===== config.mk =====
export PLATFORM = sky130hd
export DESIGN_NAME = baccarat_datapath
export DESIGN_NICKNAME = d
export VERILOG_FILES = /design/src/rtl/baccarat_pkg.sv /design/src/rtl/card_seg7.sv /design/src/rtl/baccarat_datapath.sv
export SDC_FILE = /design/constraint.sdc
export NUM_CORES = 1
export LEC_CHECK = 0
export ABC_AREA = 1
export CORE_MARGIN = 5
export CORE_UTILIZATION = 53
export DETAILED_ROUTE_END_ITERATION = 6
export PLACE_DENSITY_LB_ADDON = 0.3
export SYNTH_ARGS = -nofsm -noshare
export SYNTH_HDL_FRONTEND = slang
export SYNTH_SLANG_ARGS = --single-unit

===== constraint.sdc =====
create_clock -name slow_clock -period 4.3 [get_ports slow_clock]
set_input_delay 0.645 -clock slow_clock [delete_from_list [all_inputs] [get_ports slow_clock]]
set_output_delay 0.645 -clock slow_clock [all_outputs]
set_load 0.005 [all_outputs]

===== src/rtl/baccarat_pkg.sv =====
// Shared card types, segment codes and score helpers for the baccarat datapath.
// Latency: n/a (types and pure functions only).
// Backpressure: n/a.
package baccarat_pkg;

  typedef logic [3:0] card_t;

  localparam card_t CARD_MIN = 4'd1;
  localparam card_t CARD_MAX = 4'd13;

  // Active-low segment patterns, bit order {g,f,e,d,c,b,a}
  localparam logic [6:0] SEG_BLANK = 7'b1111111;
  localparam logic [6:0] SEG_ACE   = 7'b0001000;
  localparam logic [6:0] SEG_2     = 7'b0100100;
  localparam logic [6:0] SEG_3     = 7'b0110000;
  localparam logic [6:0] SEG_4     = 7'b0011001;
  localparam logic [6:0] SEG_5     = 7'b0010010;
  localparam logic [6:0] SEG_6     = 7'b0000010;
  localparam logic [6:0] SEG_7     = 7'b1111000;
  localparam logic [6:0] SEG_8     = 7'b0000000;
  localparam logic [6:0] SEG_9     = 7'b0010000;
  localparam logic [6:0] SEG_10    = 7'b1000000;
  localparam logic [6:0] SEG_JACK  = 7'b1110001;
  localparam logic [6:0] SEG_QUEEN = 7'b0011000;
  localparam logic [6:0] SEG_KING  = 7'b0001001;

  // Baccarat point value: pips count face value, tens/faces/invalid codes count zero
  function automatic logic [3:0] card_value(input card_t c);
    if (c >= 4'd1 && c <= 4'd9) return c;
    else return 4'd0;
  endfunction

  // Three-card sum is at most 27, so two conditional subtractions reduce it mod 10
  function automatic logic [3:0] score_mod10(input logic [4:0] sum);
    logic [4:0] r;
    if (sum >= 5'd20)      r = sum - 5'd20;
    else if (sum >= 5'd10) r = sum - 5'd10;
    else                   r = sum;
    return r[3:0];
  endfunction

endpackage


===== src/rtl/card_seg7.sv =====
// Card code to active-low 7-segment pattern; 0, 14 and 15 render blank.
// Latency: combinational.
// Backpressure: none.
module card_seg7
  import baccarat_pkg::*;
(
  input  card_t      card,
  output logic [6:0] seg
);

  // Table lookup of the display pattern for each card rank
  always_comb begin
    seg = SEG_BLANK;
    case (card)
      4'd1:    seg = SEG_ACE;
      4'd2:    seg = SEG_2;
      4'd3:    seg = SEG_3;
      4'd4:    seg = SEG_4;
      4'd5:    seg = SEG_5;
      4'd6:    seg = SEG_6;
      4'd7:    seg = SEG_7;
      4'd8:    seg = SEG_8;
      4'd9:    seg = SEG_9;
      4'd10:   seg = SEG_10;
      4'd11:   seg = SEG_JACK;
      4'd12:   seg = SEG_QUEEN;
      4'd13:   seg = SEG_KING;
      default: seg = SEG_BLANK;
    endcase
  end

endmodule


===== src/rtl/baccarat_datapath.sv =====
// Baccarat card datapath: deal counter, six card registers, 7-seg displays and scores.
// Latency: HEX/pcard3_out visible right after the load edge; scores likewise, or one edge later with BACCARAT_REG_SCORES_EN.
// Backpressure: none; load and advance strobes are accepted on every slow_clock edge.
module baccarat_datapath
  import baccarat_pkg::*;
(
  input  logic       slow_clock,
  input  logic       reset,
  input  logic       card_adv,
  input  logic       load_pcard1,
  input  logic       load_pcard2,
  input  logic       load_pcard3,
  input  logic       load_dcard1,
  input  logic       load_dcard2,
  input  logic       load_dcard3,
  output logic [3:0] pcard3_out,
  output logic [3:0] pscore_out,
  output logic [3:0] dscore_out,
  output logic [6:0] HEX0,
  output logic [6:0] HEX1,
  output logic [6:0] HEX2,
  output logic [6:0] HEX3,
  output logic [6:0] HEX4,
  output logic [6:0] HEX5
);

  card_t       new_card;
  card_t       card_r [6];   // 0..2 player cards 1..3, 3..5 dealer cards 1..3
  logic [5:0]  load_vec;
  logic [6:0]  seg [6];
  logic [4:0]  psum, dsum;
  logic [3:0]  pscore_c, dscore_c;

  assign load_vec = {load_dcard3, load_dcard2, load_dcard1,
                     load_pcard3, load_pcard2, load_pcard1};

  // Deal counter cycles 1..13; any out-of-range value recovers to 1 on the next advance
  always_ff @(posedge slow_clock) begin
    if (reset) begin
      new_card <= CARD_MIN;
    end else if (card_adv) begin
      if (new_card >= CARD_MIN && new_card < CARD_MAX) new_card <= new_card + 4'd1;
      else                                             new_card <= CARD_MIN;
    end
  end

  // Card registers capture the pre-advance deal value on their load strobe
  always_ff @(posedge slow_clock) begin
    for (int i = 0; i < 6; i++) begin
      if (reset)            card_r[i] <= '0;
      else if (load_vec[i]) card_r[i] <= new_card;
    end
  end

  for (genvar g = 0; g < 6; g++) begin : g_seg
    card_seg7 u_seg (
      .card (card_r[g]),
      .seg  (seg[g])
    );
  end

  assign HEX0 = seg[0];
  assign HEX1 = seg[1];
  assign HEX2 = seg[2];
  assign HEX3 = seg[3];
  assign HEX4 = seg[4];
  assign HEX5 = seg[5];

  assign pcard3_out = card_r[2];

  // Hand totals, 5 bits wide since three nines reach 27
  always_comb begin
    psum     = {1'b0, card_value(card_r[0])} + {1'b0, card_value(card_r[1])}
             + {1'b0, card_value(card_r[2])};
    dsum     = {1'b0, card_value(card_r[3])} + {1'b0, card_value(card_r[4])}
             + {1'b0, card_value(card_r[5])};
    pscore_c = score_mod10(psum);
    dscore_c = score_mod10(dsum);
  end

`ifdef BACCARAT_REG_SCORES_EN
  logic [3:0] pscore_q, dscore_q;

  // Registered scores trail the card registers by one edge
  always_ff @(posedge slow_clock) begin
    if (reset) begin
      pscore_q <= '0;
      dscore_q <= '0;
    end else begin
      pscore_q <= pscore_c;
      dscore_q <= dscore_c;
    end
  end

  assign pscore_out = pscore_q;
  assign dscore_out = dscore_q;
`else
  assign pscore_out = pscore_c;
  assign dscore_out = dscore_c;
`endif

endmodule


* Word-level counts from Yosys, hierarchy flattened
Memories as Yosys holds them, arrays and structs flattened.
Index checks and enable logic that the tools add are counted.
** Word-level totals
- Memory bits (writable) :: 24
- Flip-flop bits (word level) :: 4
- Memories :: 7
- ROM bits :: 672
- Output and inout port bits :: 54
- Logic and storage cells :: 85
- Bits of input ports :: 9
** Operators by class
- Order comparisons :: 18
- Bitwise gates (word level) :: 6
- Reduce and logical (&&, ||, !) cells :: 7
- Add/sub/neg operators :: 9
- Muxes and demuxes :: 37
** Memories
- (no name shown) :: depth 16, width 7, rd ports 1, clocked after Yosys merged registers in 0, write ports 0, line card_seg7.sv:14 : case (card)
- (no name shown) :: depth 16, width 7, rd ports 1, clocked after Yosys merged registers in 0, write ports 0, line card_seg7.sv:14
- (no name shown) :: depth 16, width 7, rd ports 1, clocked after Yosys merged registers in 0, write ports 0, line card_seg7.sv:14
- (no name shown) :: depth 16, width 7, rd ports 1, clocked after Yosys merged registers in 0, write ports 0, line card_seg7.sv:14
- (no name shown) :: depth 16, width 7, rd ports 1, clocked after Yosys merged registers in 0, write ports 0, line card_seg7.sv:14
- (no name shown) :: depth 16, width 7, rd ports 1, clocked after Yosys merged registers in 0, write ports 0, line card_seg7.sv:14
- 1 more memories
** Operators with widths (number)
- 2-to-1 mux 4 bit :: 17
- >= comparator 4 x 1 -> 1 bit, second input constant :: 7
- less-or-equal comparator 4 bit, second input constant :: 6
- 2-to-1 mux 1 bit :: 20
- adder 4 x 4 -> 5 bit :: 2
- adder 5 x 4 -> 5 bit :: 2
- >= comparator 5 x 4 -> 1 bit, second input constant :: 2
- >= comparator 5 bit, second input constant :: 2
- subtractor 4 x 3 -> 4 bit, second input constant :: 2
- subtractor 4 bit, second input constant :: 2
- logical AND 1 bit :: 7
- bitwise OR 1 bit :: 6
- adder 4 x 1 -> 4 bit, second input constant :: 1
- less-than comparator 4 bit, second input constant :: 1

* Longest topological paths before layout
Gate-level depths: netlist of run 1.
- Depth in word-level cells :: 8
- Gate-level depth with buffers :: 21

* By module
A second synthesis of run 1 with hierarchy kept.
** Unflattened totals
- Cell total of the unflattened synthesis :: 530
- Area, all modules :: 3727.3 µm²
** Modules (own cells, without submodules)
- baccarat_datapath :: instances 1, area an instance 2135.8 µm², cells each 260
- card_seg7 :: instances 6, area an instance 265.3 µm², cells each 45

* Least setup slack after synthesis of run 1
No wires, ideal clock.
- Path kind :: register -> output
- Start point :: mem card_r[3][1] (netlist name)
- End point :: out dscore_out[1]
- Data required time :: 3.655 ns
- Path slack :: 0.442 ns
- Stages on the path, launching flop included :: 18
- Arrival :: 3.213 ns
- Path buffers :: 0
- Cells stage by stage :: edfxtp_1 inv_1 ha_1 nand2_1 o21ai_0 nor2_1 fa_1 ha_1 fa_1 inv_1 ha_1 inv_1 nor2_1 o21ai_0 nand3_2 nand2_1 nand2_1 nand2_1
** RTL lines
- start, declared :: line baccarat_datapath.sv:28 : card_t card_r [6];
- end, declared :: line baccarat_datapath.sv:18 : output logic [3:0] dscore_out,

==> flow_summary.json, run 1 <==
{
  "status": "complete, but fails checks",
  "violations": "negative setup slack",
  "place_congestion": 0.947,
  "r2r_end": "new_card[2]",
  "crit_arrival_ns": 3.79,
  "required_ns": 3.65,
  "seq_area_frac_synth_pct": 24.5,
  "cts_buffers": 3,
  "crit_buf_inv": 7,
  "globalRouteTotalUtil_pct": 23.8,
  "area_delta_synth_final_pct": 48.8,
  "port_buffers": 62,
  "hold_depth": 2,
  "ios": 63,
  "fp-row-count": 28,
  "synth_fa_ha_area_share_pct": 23.7,
  "swShare_pct": 37.0,
  "ys_types": 29,
  "power.total_mw": 1.33,
  "worstMarginPinSlew_ns": 0.428,
  "power_density_mw_per_mm2": 274,
  "ys.flop_type": "edfxtp_1",
  "drive_gt1_share_pct": 27.4,
  "holdPathEnd": "new_card[3]",
  "fin_area_mm2": 0.00486,
  "syn_area_mm2": 0.00327,
  "ys_ff_latch": 28,
  "drc_errors": 0,
  "synth_compound_area_share_pct": 12.7,
  "cp.depth": 22,
  "hpwl_um": 6750,
  "min_period_ns": 4.43,
  "antenna_found_initial": 0,
  "cts_tree": "done",
  "critical_path_class": "reg2out",
  "clockBufferDepth": 2,
  "synthCells": 449,
  "dp_cells": 631,
  "p_int_mw": 0.839,
  "cts_hold_buf": 0,
  "htree_levels": 1,
  "die_w_um": 88.5,
  "finalSetupViolCount": 5,
  "cp-start-kind": "register",
  "synth_top_family_by_area": "simple AND/OR/NAND/NOR gates",
  "die_height_um": 88.5,
  "crit_path_cell_trace": "inv_4 > ha_4 > o21ai_2 > nand2_1 > o21a_1 > inv_2 > nor2_4 > fa_1 > ha_2 > fa_1 > buf_6 > inv_6 > ha_4 > inv_2 > nor2_2 > o21ai_2 > nand3_2 > buf_6 > nand2_2 > nand2_1 > nand2_1 > buf_2",
  "async_flop_share_pct": 0,
  "vias": 3600,
  "final_util_pct": 81.6,
  "design.core.area_mm2": 0.00596,
  "place_ws_ns": -0.219,
  "nFillCells": 381,
  "grt_pass1_vias": 3577,
  "pwr-share-seq_pct": 24.9,
  "die-area_mm2": 0.00784,
  "crit_path_top_delay_cell": "fa_1",
  "grt_pass1_wl_um": 15300,
  "end_kind": "output pin",
  "wl_per_cell_um": 14.5,
  "instances_no_fill": 659,
  "cp_top_family": "adder cells",
  "period_share_pct": 103,
  "switching_power_mw": 0.493,
  "maxCapViolations": 0,
  "reg2reg_slack_ns": 2.62,
  "clock_skew_ns": 0.0121,
  "irDropWorstVdd_mv": 0.368,
  "synthMuxAreaShare_pct": 0,
  "clkTransAtPathRegs_ns": 0.09,
  "clkPwrFrac_pct": 15.9,
  "viasPerCell": 5.46,
  "antenna_cells": 0,
  "hp-start": "new_card[3]",
  "clk-insertion-delay-late_ns": 0.28,
  "fin_ws_ns": -0.131,
  "syn-num-nets": 514,
  "hp-class": "reg2reg",
  "reg2reg_from": "new_card[1]",
  "hold_violations": 0,
  "synth_edf_count": 24,
  "postRouteWirelength_um": 9550,
  "start_util_pct": 54.9,
  "cts_sinks": 28,
  "synth.avg_cell_area_um2": 7.28,
  "p_leak_nw": 2.27,
  "synth_xor_xnor_area_share_pct": 0.536,
  "synth-simple-area-share_pct": 31.0,
  "root_buffer": "clkbuf_8",
  "cp_common_cell": "nand2_1",
  "dr.pass1.iters": 5,
  "synth_warnings": 0,
  "gr-total-overflow": 0,
  "drtAntennaViolNets": 0,
  "slew_headroom_pct": 71.3,
  "rsz0062_at_grt": "yes",
  "fmax_mhz": 226,
  "initialDrtViolationCount": 177,
  "crit_fanout": 4,
  "reg2reg_depth": 8,
  "cpPeakStageDelay_ns": 0.53,
  "nNetsFinal": 650,
  "slew_viol_final": 0,
  "placed_area_mm2": 0.00433,
  "grt_max_degree": 17,
  "combPwrFrac_pct": 59.2
}
[metal layers]
metal  wire, µm  vias to the layer above  GRT usage, %  share of wire (%)
met5          0                        -             0                  0
met4        166                        0          7.28                1.7
met3        529                       21          2.79                5.5
met2       4870                      137          43.4                 51
met1       3980                     1675          29.2                 42
li1           -                     1767             -                  -
[flip-flops by register name, summed over array words and instances, names as in the netlist]
register and flops:
card_r 24, new_card 4
[layout by cell type, fill, tap and decap left out, drive strengths merged, types with 4 or more instances in the layout]
master           n
a21oi           17
buf             78
clkbuf           4
clkdlybuf4s50   56
dfxtp            4
edfxtp          24
fa              10
ha              46
inv             57
nand2          113
nand3           52
nor2            62
o211ai          11
o21ai           23
o311ai           5
or2              6
[cell usage after synthesis (2+ instances only)]
cell type  instances  area (µm²)
fa_1              10         200
dfxtp_1            4        80.1
clkbuf_2           2        10.0
edfxtp_1          24         721
buf_2              3        15.0
o311ai_0           3        26.3
nand2_1          111         417
nand3_2            8        80.1
a32o_1             2        20.0
nand3_1           44         220
or2_2              6        37.5
o21a_1             2        15.0
ha_1              46         576
o21ai_0           23         115
o211ai_1          11        82.6
inv_1             57         214
nand2_2            2        12.5
nand4_1            2        12.5
xor2_1             2        17.5
a21oi_1           17        85.1
nor2_1            61         229
o221ai_1           2        17.5
[power groups by stage]
stage,Combinational [mW],Sequential [mW],Clock [mW]
6_report,0.789,0.332,0.211
5_1_grt,0.862,0.334,0.223
4_1_cts,0.708,0.330,0.212
3_5_place_dp,0.654,0.336,0
3_3_place_gp,0.631,0.334,0
2_1_floorplan,0.337,0.334,0
[how the worst max path moves through the flow]
stage | startpoint | end | slack, ns
2_1_floorplan | card_r[3][1] | dscore_out[1] | 0.44
3_3_place_gp | card_r[1][1] | pscore_out[1] | 0.02
3_5_place_dp | card_r[3][0] | dscore_out[1] | -0.22
4_1_cts | card_r[1][0] | pscore_out[1] | -0.14
5_1_grt | card_r[1][1] | pscore_out[1] | -0.30
6_report | card_r[1][1] | pscore_out[1] | -0.13
[final cells by class]
class | instances | area [µm²] | share of cell area [%]
clock buffers | 3 | 41.3 | 0.849
clock inverters | 1 | 30.0 | 0.618
inverters | 58 | 233 | 4.79
multi-input cells | 358 | 2480 | 51.1
flip-flops and latches | 28 | 801 | 16.5
well taps | 75 | 93.8 | 1.93
repair buffers | 136 | 1180 | 24.3
[cell families after synthesis]
kind of cell / Yosys count
AOI/OAI and AO/OA: 65
xor gates and xnor gates: 2
adders and majority gates: 56
buffers and inverters: 63
DFF: 28
and+or+nand+nor: 235
[worst register-to-register path, delay by kind of cell, from the launching register on]
kind	cells	cell delay, ns
adder cells (fa/ha/maj)	1	0.31
AND/OR/NAND/NOR	5	0.50
AO/OA/AOI/OAI	1	0.09
flip-flops	1	0.37
buffers and inverters	1	0.30
[per-stage QoR]
| step | TNS (ns) | hold slack, ns |
|---|---|---|
| 2_1_floorplan | 0 | 0.494 |
| 3_3_place_gp | 0 | 0.512 |
| 3_5_place_dp | -0.915 | 0.532 |
| 4_1_cts | -0.143 | 0.555 |
| 5_1_grt | -1.24 | 0.623 |
| 6_report | -0.238 | 0.561 |
[what timing repair did]
action / CTS / global route
gates resized for setup: 73 / 43
endpoints found under the setup margin: 6 / 6
pin swaps: 26 / 24
buffers inserted: 17 / 8
(Power assumes the default switching activity.)
==> inputs of run 2 (changes only) <==
Settings changed: CORE_UTILIZATION 53 to 55, CTS_BUF_LIST set to sky130_fd_sc_hd__clkbuf_4 sky130_fd_sc_hd__clkbuf_8.
==> flow_summary.json, run 2 (synthesized netlist as in run 1, its figures left out) <==
{
  "status": "complete, but fails checks",
  "violations": "negative setup slack",
  "cts_buffers": 3,
  "largestRegisters": "card_r: 24 flops, new_card: 4 flops",
  "slew_headroom_pct": 70.1,
  "drtAntennaViolNets": 0,
  "vias": 3758,
  "globalRouteTotalUtil_pct": 24.0,
  "end_kind": "output pin",
  "irDropWorstVdd_mv": 0.225,
  "hpwl_um": 6730,
  "period_share_pct": 100,
  "area_delta_synth_final_pct": 54.1,
  "clock_skew_ns": 0.00107,
  "drive_gt1_share_pct": 31.3,
  "grt_pass1_vias": 3421,
  "initialDrtViolationCount": 285,
  "place_congestion": 0.919,
  "power.total_mw": 1.35,
  "design.core.area_mm2": 0.00585,
  "hold_violations": 0,
  "nNetsFinal": 665,
  "hp-class": "reg2reg",
  "hold_ws_ns": 0.568,
  "crit_path_cell_trace": "inv_2 > ha_4 > o21ai_2 > nand2_1 > o21a_1 > inv_2 > nor2_4 > fa_1 > ha_2 > fa_2 > inv_2 > ha_4 > inv_2 > nor2_2 > o21ai_2 > nand3_2 > buf_6 > nand2_2 > nand2_1 > nand2_1 > buf_2",
  "gr-total-overflow": 0,
  "die_w_um": 87.1,
  "cp_common_cell": "inv_2",
  "drc_errors": 0,
  "antenna_found_initial": 0,
  "crit_path_top_delay_cell": "fa_2",
  "min_period_ns": 4.32,
  "slew_viol_final": 0,
  "required_ns": 3.65,
  "maxCapViolations": 0,
  "multiInputGateArea_mm2": 0.00258,
  "antenna_cells": 0,
  "fin_ws_ns": -0.0184,
  "clk-insertion-delay-late_ns": 0.27,
  "die-area_mm2": 0.00758,
  "nFillCells": 311,
  "worstMarginPinSlew_ns": 0.447,
  "die_height_um": 87.1,
  "dr.pass1.iters": 6,
  "grt_max_degree": 15,
  "power_density_mw_per_mm2": 268,
  "area.sequential_um2": 801,
  "final_cell_mix": "nand2_1, buf_4, clkdlybuf4s50_1, nor2_1, nand3_1",
  "fp-row-count": 28,
  "cp-start-kind": "register",
  "clockBufferDepth": 2,
  "wl_per_cell_um": 15.8,
  "crit_fanout": 3,
  "start_util_pct": 55.9,
  "root_buffer": "clkbuf_8",
  "p_leak_nw": 2.34,
  "viasPerCell": 5.58,
  "top_register": "card_r",
  "cts_sinks": 28,
  "ios": 63,
  "htree_levels": 1,
  "critical_path_class": "reg2out",
  "finalSetupViolCount": 3,
  "cts_tree": "done",
  "fmax_mhz": 232,
  "final_common_cell": "nand2_1",
  "cpPeakStageDelay_ns": 0.56,
  "crit_arrival_ns": 3.67,
  "grt_pass1_wl_um": 15100,
  "largest_reg_flops": 24,
  "rsz0062_at_grt": "yes",
  "place_ws_ns": -0.248,
  "postRouteWirelength_um": 10700,
  "clkTransAtPathRegs_ns": 0.08,
  "port_buffers": 62
}
[run 2: changes by cell type in the layout (fill, tap and decap cells not counted), moves of 4 or more]
cell	change
buf_4	+14
ha_4	+6
nand2_1	-9
nand2_2	+7
nand3_2	-4
[run 2: repair_timing]
action	CTS	global route
cloned	0	0
hold endpoints to repair	0	0
endpoints found under the setup margin	6	6
setup buffers	22	19
pin swaps	22	41
hold buffers	0	0
resized for setup	60	75
[run 2: metal layers]
layer  GRT usage [%]  wire (µm)
met2            44.0       5550
met5               0          0
met3            1.70        617
met4            5.67        191
met1            30.6       4300
[run 2: through the flow]
| step | utilization [%] | std cells | setup TNS (ns) | area, µm² |
|---|---|---|---|---|
| 2_1_floorplan | - | 449 | 0 | 3270 |
| 3_3_place_gp | 73.8 | 629 | 0 | 4320 |
| 3_5_place_dp | 73.8 | 629 | -1.08 | 4320 |
| 4_1_cts | 79.8 | 654 | -0.0940 | 4670 |
| 5_1_grt | 86.1 | 673 | -0.787 | 5040 |
| 6_report | 86.1 | 673 | -0.0280 | 5040 |
[run 2: final timing paths]
| check | startpoint | endpoint | slack [ns] | cells after the start |
|---|---|---|---|---|
| min reg2reg | new_card[0] | new_card[0] | 0.57 | 1 |
| max reg2reg | new_card[1] | new_card[2] | 2.70 | 6 |
| max | card_r[1][0] | pscore_out[1] | -0.02 | 21 |
| min | new_card[0] | new_card[0] | 0.57 | 1 |
[run 2: final cells by class]
cell class | count | area share, %
clock buffer | 3 | 0.820
inverter | 58 | 4.47
multi-input combinational | 358 | 51.3
sequential | 28 | 15.9
tap | 75 | 1.86
timing repair buffer | 151 | 25.7
[run 2: where the power goes]
group	switching, mW	leakage (nW)	internal, mW
Sequential	0.0197	0.299	0.313
Combinational	0.430	2.02	0.453
Clock	0.0735	0.0216	0.0628
[run 2: worst max-delay path, delay by kind of cell, from the launching register on]
| kind | cells | cell delay [ns] |
|---|---|---|
| buffers and inverters | 6 | 0.57 |
| AND/OR/NAND/NOR | 7 | 0.49 |
| flip-flops | 1 | 0.47 |
| adder cells (fa/ha/maj) | 5 | 1.52 |
| AO/OA/AOI/OAI | 3 | 0.34 |
==> inputs of run 3 (changes only) <==
Settings changed: CTS_CLUSTER_SIZE set to 30, TNS_END_PERCENT set to 10.
==> flow_summary.json, run 3 (synthesized netlist as in run 1, its figures left out) <==
{
  "crit_fanout": 3,
  "finalSetupViolCount": 2,
  "place_congestion": 0.919,
  "area_delta_synth_final_pct": 50.6,
  "gr-total-overflow": 0,
  "clk-insertion-delay-late_ns": 0.27,
  "root_buffer": "clkbuf_8",
  "start_util_pct": 55.9,
  "hp-class": "reg2reg",
  "die_height_um": 87.1,
  "hold_violations": 0,
  "dp_cells": 629,
  "end_kind": "output pin",
  "dr.pass1.iters": 5,
  "p_leak_nw": 2.29,
  "fp-row-count": 28,
  "top_register": "card_r",
  "slew_headroom_pct": 69.5,
  "hpwl_um": 6730,
  "reg2reg_depth": 6,
  "grt_max_degree": 15,
  "cts_tree": "done",
  "period_share_pct": 103,
  "clock_skew_ns": 0.00265,
  "use_met1_pct": 30.2,
  "drc_errors": 0,
  "startpoint": "card_r[1][0]",
  "required_ns": 3.65,
  "critical_path_class": "reg2out",
  "antenna_cells": 0,
  "rsz0062_at_grt": "yes",
  "largest_reg_flops": 24,
  "top_usage_layer": "met2",
  "port_buffers": 62,
  "use_met2_pct": 43.3,
  "slew_viol_final": 0,
  "power.total_mw": 1.29,
  "grt_pass1_wl_um": 14900,
  "fin_ws_ns": -0.108,
  "grt_use_met3_pct": 1.70,
  "reg2reg_from": "new_card[1]",
  "grt_pass1_vias": 3425,
  "initialDrtViolationCount": 261,
  "tns_ns": -0.184,
  "nNetsFinal": 658,
  "ios": 63,
  "maxCapViolations": 0,
  "hp-start": "new_card[3]",
  "globalRouteTotalUtil_pct": 23.7,
  "status": "complete, but fails checks",
  "min_period_ns": 4.41,
  "cts_buffers": 3,
  "final_cell_mix": "nand2_1, buf_4, clkdlybuf4s50_1, nor2_1, nand3_1",
  "antenna_found_initial": 0,
  "cts_sinks": 28,
  "vias": 3710,
  "cp-start-kind": "register",
  "irDropWorstVdd_mv": 0.223,
  "instances_no_fill": 666,
  "hold_ws_ns": 0.564,
  "htree_levels": 1,
  "drive_gt1_share_pct": 28.9,
  "final_common_cell": "nand2_1",
  "largestRegisters": "card_r: 24 flops, new_card: 4 flops",
  "hold_depth": 2,
  "clkTransAtPathRegs_ns": 0.09,
  "die-area_mm2": 0.00758,
  "viasPerCell": 5.57,
  "die_w_um": 87.1,
  "violations": "negative setup slack",
  "power_density_mw_per_mm2": 263,
  "postRouteWirelength_um": 9780,
  "crit_arrival_ns": 3.76,
  "final_util_pct": 84.1,
  "clockBufferDepth": 2,
  "worstMarginPinSlew_ns": 0.456,
  "drtAntennaViolNets": 0,
  "wl_per_cell_um": 14.7,
  "design.core.area_mm2": 0.00585,
  "fmax_mhz": 227
}
==> run 3: cell types whose count changed in the layout (fill, tap and decap cells not counted), sizes merged <==
cell,previous run,this run
clkbuf,6,8
dlygate4sd2,0,1
buf,92,82
==> run 3: path summary, 6_finish.rpt <==
check / to / slack (ns)
setup reg to reg: new_card[2] / 2.70
setup / recovery: pscore_out[1] / -0.11
hold reg to reg: new_card[3] / 0.56
hold / removal: new_card[3] / 0.56
==> run 3: stage by stage <==
stage	cell area, µm²	worst slack [ns]
finish	4920	-0.108
CTS	4630	-0.148
floorplan	3270	0.442
detailed placement	4320	-0.248
global placement	4320	0.0251
global route	4920	-0.274
==> run 3: report_power, final <==
part,internal [mW],switching [mW]
sequential,0.313,0.0196
combinational,0.426,0.397
clock,0.0629,0.0756
total,0.802,0.492
==> run 3: layout make-up <==
class	instances	area [µm²]
clock buffers	3	41.3
flip-flops and latches	28	801
fillers	328	928
well taps	75	93.8
repair buffers	144	1230
multi-input cells	358	2530
inverters	58	223
==> run 3: critical path, stage by stage (launching register included) <==
cell and delay (ns):
edfxtp_1 0.47, inv_2 0.15, ha_4 0.15, o21ai_2 0.05, nand2_1 0.09, o21a_1 0.19
inv_2 0.06, nor2_4 0.12, fa_1 0.44, ha_2 0.22, fa_2 0.56, inv_2 0.07
ha_4 0.15, inv_2 0.05, nor2_2 0.03, o21ai_2 0.13, nand3_2 0.13, buf_6 0.15
nand2_2 0.05, nand2_1 0.06, nand2_1 0.07, clkbuf_2 0.10
==> run 3: repair_timing <==
action                                  in CTS  in global routing
gates resized for setup                     51                 62
hold buffers                                 0                  0
endpoints found under the hold margin        0                  0
pin swaps                                   21                 31
endpoints found under the setup margin       6                  6
setup buffers                               19                 15
==> run 3: metal layers <==
layer / wire length [µm] / up-vias / share of wire [%]
met2: 4960 / 157 / 51
met3: 574 / 27 / 5.9
met1: 4080 / 1743 / 42
met5: 0 / - / 0
met4: 162 / 0 / 1.7
li1: - / 1783 / -
